$ cat src/rtl/vga_pkg.sv
// VGA 640x480@60 timing constants and the line scheduler state encoding,
// shared by the sync generator and the scheduler.
package vga_pkg;

    localparam int HRES  = 640;
    localparam int HF    = 16;
    localparam int HS    = 96;
    localparam int HB    = 48;
    localparam int HFULL = HRES + HF + HS + HB;

    localparam int VRES  = 480;
    localparam int VF    = 10;
    localparam int VS    = 2;
    localparam int VB    = 33;
    localparam int VFULL = VRES + VF + VS + VB;

    localparam int POS_W = 10;
    localparam int OVR_W = 8;

    typedef enum logic [1:0] {
        S_IDLE  = 2'd0,
        S_TRACE = 2'd1,
        S_FRAME = 2'd2
    } sched_state_e;

    // Line that follows v, wrapping from the last line of the frame to 0.
    function automatic logic [POS_W-1:0] next_line(input logic [POS_W-1:0] v, input int vfull);
        return (v == POS_W'(vfull - 1)) ? '0 : v + POS_W'(1);
    endfunction

endpackage

$ cat src/rtl/beam_events.sv
// Combinational decode of scheduler events from the raw beam position.
module beam_events #(
    parameter int HRES  = vga_pkg::HRES,
    parameter int HFULL = vga_pkg::HFULL,
    parameter int VRES  = vga_pkg::VRES,
    parameter int VFULL = vga_pkg::VFULL
) (
    input  logic [9:0] h_i,
    input  logic [9:0] v_i,
    output logic       hb_start_o,
    output logic       deadline_o,
    output logic       vb_start_o,
    output logic [9:0] tgt_o,
    output logic       tgt_vis_o
);
    import vga_pkg::*;

    always_comb begin
        hb_start_o = (h_i == 10'(HRES - 1));
        deadline_o = (h_i == 10'(HFULL - 1));
        vb_start_o = (v_i == 10'(VRES)) && (h_i == 10'd0);
        tgt_o      = next_line(v_i, VFULL);
        tgt_vis_o  = (tgt_o < 10'(VRES));
    end

endmodule

$ cat src/rtl/line_scheduler.sv
// Launches per-line traces and per-frame work against the VGA beam and
// enforces the beam deadlines, counting every overrun.
//
// state   | meaning
// --------+------------------------------------------------------------
// S_IDLE  | nothing outstanding, waiting for hblank or vblank start
// S_TRACE | tracer working on trace_line, must finish by end of line
// S_FRAME | frame work running, must finish before the line-0 launch
module line_scheduler #(
    parameter int HRES  = vga_pkg::HRES,
    parameter int HFULL = vga_pkg::HFULL,
    parameter int VRES  = vga_pkg::VRES,
    parameter int VFULL = vga_pkg::VFULL
) (
    input  logic       clk,
    input  logic       reset,
    input  logic [9:0] h,
    input  logic [9:0] v,
    output logic       trace_start,
    output logic [9:0] trace_line,
    input  logic       trace_done,
    output logic       trace_abort,
    output logic       line_swap,
    output logic       frame_start,
    input  logic       frame_done,
    input  logic       cfg_pending,
    output logic       cfg_apply,
    output logic [7:0] overrun_count,
    output logic       busy
);
    import vga_pkg::*;

    logic       hb_start, deadline, vb_start, tgt_vis, launch;
    logic [9:0] tgt;

    beam_events #(
        .HRES (HRES),
        .HFULL(HFULL),
        .VRES (VRES),
        .VFULL(VFULL)
    ) u_beam_events (
        .h_i       (h),
        .v_i       (v),
        .hb_start_o(hb_start),
        .deadline_o(deadline),
        .vb_start_o(vb_start),
        .tgt_o     (tgt),
        .tgt_vis_o (tgt_vis)
    );

    sched_state_e state_q, state_d;
    logic         trace_start_q, trace_start_d;
    logic         trace_abort_q, trace_abort_d;
    logic         line_swap_q, line_swap_d;
    logic         frame_start_q, frame_start_d;
    logic         cfg_apply_q, cfg_apply_d;
    logic [9:0]   trace_line_q, trace_line_d;
    logic [7:0]   overrun_q, overrun_d;
    logic         overrun_inc;

    assign launch = hb_start && tgt_vis;

    always_comb begin
        state_d       = state_q;
        trace_start_d = 1'b0;
        trace_abort_d = 1'b0;
        frame_start_d = 1'b0;
        cfg_apply_d   = 1'b0;
        trace_line_d  = trace_line_q;
        overrun_inc   = 1'b0;
        // Display never stalls: buffers swap whether or not the trace made it.
        line_swap_d   = deadline && tgt_vis;

        unique case (state_q)
            S_IDLE: begin
                if (launch) begin
                    trace_start_d = 1'b1;
                    trace_line_d  = tgt;
                    state_d       = S_TRACE;
                end else if (vb_start) begin
                    frame_start_d = 1'b1;
                    cfg_apply_d   = cfg_pending;
                    state_d       = S_FRAME;
                end
            end
            S_TRACE: begin
                if (trace_done) begin
                    state_d = S_IDLE;
                end else if (deadline) begin
                    trace_abort_d = 1'b1;
                    overrun_inc   = 1'b1;
                    state_d       = S_IDLE;
                end
            end
            S_FRAME: begin
                // The line-0 launch is the frame deadline; a late frame is
                // aborted but the trace still goes out in the same cycle.
                if (launch) begin
                    trace_start_d = 1'b1;
                    trace_line_d  = tgt;
                    state_d       = S_TRACE;
                    if (!frame_done) begin
                        trace_abort_d = 1'b1;
                        overrun_inc   = 1'b1;
                    end
                end else if (frame_done) begin
                    state_d = S_IDLE;
                end
            end
            default: state_d = S_IDLE;
        endcase

        overrun_d = (overrun_inc && (overrun_q != 8'hFF)) ? overrun_q + 8'd1 : overrun_q;
    end

    always_ff @(posedge clk) begin
        if (reset) begin
            state_q       <= S_IDLE;
            trace_start_q <= 1'b0;
            trace_abort_q <= 1'b0;
            line_swap_q   <= 1'b0;
            frame_start_q <= 1'b0;
            cfg_apply_q   <= 1'b0;
            trace_line_q  <= '0;
            overrun_q     <= '0;
        end else begin
            state_q       <= state_d;
            trace_start_q <= trace_start_d;
            trace_abort_q <= trace_abort_d;
            line_swap_q   <= line_swap_d;
            frame_start_q <= frame_start_d;
            cfg_apply_q   <= cfg_apply_d;
            trace_line_q  <= trace_line_d;
            overrun_q     <= overrun_d;
        end
    end

    assign trace_start   = trace_start_q;
    assign trace_abort   = trace_abort_q;
    assign line_swap     = line_swap_q;
    assign frame_start   = frame_start_q;
    assign cfg_apply     = cfg_apply_q;
    assign trace_line    = trace_line_q;
    assign overrun_count = overrun_q;
    assign busy          = (state_q != S_IDLE);

endmodule

$ cat config.mk
export PLATFORM = sky130hd
export DESIGN_NAME = line_scheduler
export DESIGN_NICKNAME = d
export VERILOG_FILES = /design/src/rtl/vga_pkg.sv /design/src/rtl/beam_events.sv /design/src/rtl/line_scheduler.sv
export SDC_FILE = /design/constraint.sdc
export NUM_CORES = 1
export LEC_CHECK = 0
export CAP_MARGIN = 20
export CORE_MARGIN = 4
export CORE_UTILIZATION = 40
export DETAILED_ROUTE_END_ITERATION = 6
export DONT_BUFFER_PORTS = 1
export HOLD_SLACK_MARGIN = 0.02
export SLEW_MARGIN = 20
export SYNTH_ARGS = -nofsm -noshare
export SYNTH_HDL_FRONTEND = slang
export SYNTH_SLANG_ARGS = --single-unit
$ cat constraint.sdc
create_clock -name clk -period 3.09 [get_ports clk]
set_clock_uncertainty 0.05 [all_clocks]
set_input_delay 0 -clock clk [delete_from_list [all_inputs] [get_ports clk]]
set_output_delay 0 -clock clk [all_outputs]
set_load 0.005 [all_outputs]
==> metrics.txt <==
power per cell area=341.8 nW/um2; Post-synth EDFFs=0; layout cells sized above 1=8.000%; Syn. warnings=0; routability-driven placement congestion ratio=0.8506; Finished Core Util=47.66%; number of synthesized register bits=25; Clock Root Buffer=clkbuf_8; WS Path Type=flop to flop; post-DP HPWL=2542 um; IO Pins=49; site row count=21; Syn Nets=199; DRC Markers=0; area grow syn2layout=10.45%; first-pass GRT wire length=5733 um; Num CTS Buffers=3; Max-slew headroom=42.35%; register clock-pin slew on the reported worst setup and hold paths=0.08 ns; synthesized area per cell=8.907 um2; top layer in use=met4; crit-path cells=ha_1 -> and3_1 -> and3_1 -> and3_1 -> or4_1 -> a21oi_1; via count=1263; Hold Path Class=primary input to flop; Die Y=69.17 um; largest net degree at the start of global routing=25; WL met1=1436 um; area leader, netlist=dfxtp_1; RSZ-0062 raised after global routing=false; initial core utilization=43.15%; Post-layout nets=207; Slew Limit Fails=0; antenna diode count=0; core area=3468 um2; CP Buf/Inv Count=0; Worst EP arrival=2.19 ns; final std cells w/o fill=221; outcome=complete, no violations; GRT overflow=0; Top cell by count, worst path=and3_1; Synth area leaders=dfxtp_1, nor2_1, ha_1; largest fanout on the critical path=7; Final setup viols=0; WP data required=3.22 ns; GRT Overall Usage=14.00%; H-tree depth=1; post-synth top area share=33.44%; Placed Cells incl. Taps=205; ys async rst share=0%; post_cts resized=0; final hold vios=0; peak supply drop=0.0003843 V; CP Launch Type=flop; largest stage delay on the critical path=0.48 ns; TritonCTS clock tree=done; die footprint=4784 um2; cell family with most CP delay=simple AND/OR/NAND/NOR gates; Yosys cell types=52; CTS max path bufs=2; Die W=69.17 um; post-synthesis instance total=168; MaxCap Viol Count=0; initial antenna violation count=0; number of global-route vias before repair=1213; Routed WL=3368 um; Worst setup EP type=flop; DRT Pass-1 Iters=4; final worst path period share=66.57%; met3 wire length=235 um; Final ANT Viol Nets=0; Sink Count=25; leakage=0.5907 nW; number of port buffers=0; post-layout min period=2.057 ns; met2 routed WL=1667 um; slowest stage cell, crit path=or4_1; wire length per cell=15.24 um; DRT iter0 DRCs=67; worst skew pair latency=0.26 ns; Worst Max-Slew Pin Slew=0.8619 ns; Seq/Total Area, Yosys=33.44%; ys flop type=dfxtp_1; vias per cell=5.715; Netlist Area Pre-Place=1496 um2; fmax=0.4862 GHz; setup TNS=0 ns
tightest hold or removal path: cells and delay by family:
| family | cells | cell delay [ns] |
|---|---|---|
| xor+xnor | 1 | 0.05 |
| simple gates | 2 | 0.17 |
| mux | 1 | 0.07 |
synth_stat cells, types with 2 or more instances:
| library cell | n |
|---|---|
| a211oi_1 | 3 |
| a21oi_1 | 9 |
| a311oi_1 | 2 |
| and2_1 | 3 |
| and2_2 | 2 |
| and3_1 | 4 |
| and4_1 | 2 |
| buf_4 | 2 |
| dfxtp_1 | 25 |
| ha_1 | 6 |
| inv_1 | 8 |
| mux2i_1 | 6 |
| nand2_1 | 2 |
| nand3_1 | 10 |
| nand4_1 | 5 |
| nand4b_1 | 3 |
| nor2_1 | 22 |
| nor2b_1 | 2 |
| nor3_1 | 5 |
| nor3b_1 | 2 |
| nor4_1 | 2 |
| nor4b_1 | 2 |
| o211ai_1 | 3 |
| o21ai_0 | 2 |
| o31ai_1 | 2 |
| or4b_1 | 2 |
| xnor2_1 | 6 |
| xor2_1 | 2 |
kinds of logic (layout without fill, tap and decap cells):
| group | Yosys count | count (layout) | synth area share, % |
|---|---|---|---|
| multiplexers | 6 | 6 | 4.014 |
| AND/OR/NAND/NOR | 76 | 76 | 29.60 |
| buffers and inverters | 17 | 24 | 6.520 |
| flip-flops | 25 | 25 | 33.44 |
| XOR/XNOR | 8 | 8 | 4.682 |
| adder cells (fa/ha/maj) | 6 | 6 | 5.017 |
| AO/OA/AOI/OAI | 30 | 30 | 16.72 |
report_power, final:
part | total, mW | internal, mW | switching, mW | leakage (nW)
registers | 0.324 | 0.323 | 0.00118 | 0.201
logic | 0.0586 | 0.0294 | 0.0291 | 0.364
clock network | 0.182 | 0.0897 | 0.0924 | 0.0255
total | 0.565 | 0.442 | 0.123 | 0.591
cells in the final DEF, fill, tap and decap left out, types with 4 or more instances in the layout:
cell and instances:
dfxtp_1 25, nor2_1 22, dlygate4sd3_1 12, nand3_1 10
a21oi_1 9, inv_1 8, xnor2_1 6, mux2i_1 6
ha_1 6, nand4_1 5, nor3_1 5, and3_1 4
area by class of cell:
| cell class | count | area, um2 |
|---|---|---|
| clock buffer | 3 | 41.29 |
| clock inverter | 1 | 5.005 |
| fill | 354 | 1815 |
| inverter | 8 | 30.03 |
| multi-input combinational | 126 | 898.4 |
| sequential | 25 | 500.5 |
| tap | 46 | 57.56 |
| timing repair buffer | 12 | 120.1 |
metrics by stage:
stage | setup slack, ns | instance area (um2) | total power [mW] | hold slack, ns
floorplan | 1.121 | 1496 | 0.3788 | 0.02214
global placement | 1.128 | 1486 | 0.3720 | 0.01608
detailed placement | 1.082 | 1486 | 0.3730 | 0.01668
CTS | 1.043 | 1653 | 0.5741 | 0.02239
global route | 0.9475 | 1653 | 0.5956 | 0.03728
finish | 1.033 | 1653 | 0.5650 | 0.02052
routing by layer:
metal  track usage, %  vias up
met2            23.83       33
met4            2.820        0
met1            16.70      595
met5                0        -
li1                 -      631
met3            5.378        4
path summary, 6_finish.rpt:
kind                                 start                             to  slack (ns)  depth (start not counted)
min                                   v[2]     trace_line[2]$_SDFFE_PP0P_        0.02                          4
max          overrun_count[0]$_SDFFE_PP0P_  overrun_count[3]$_SDFFE_PP0P_        1.03                          6
min reg2reg     trace_line[9]$_SDFFE_PP0P_     trace_line[9]$_SDFFE_PP0P_        0.46                          1
max reg2reg  overrun_count[0]$_SDFFE_PP0P_  overrun_count[3]$_SDFFE_PP0P_        1.03                          6
registers in the layout, indices dropped and copies added, names as in the netlist:
name / flops
trace_line: 10
overrun_count: 8
state_q: 2
cfg_apply: 1
frame_start: 1
line_swap: 1
trace_abort: 1
trace_start: 1
timing repair:
action | in CTS | in global routing
hold endpoints to repair | 25 | 0
hold buffers | 12 | 0
buffers inserted | 0 | 0
(Power assumes the default switching activity.)
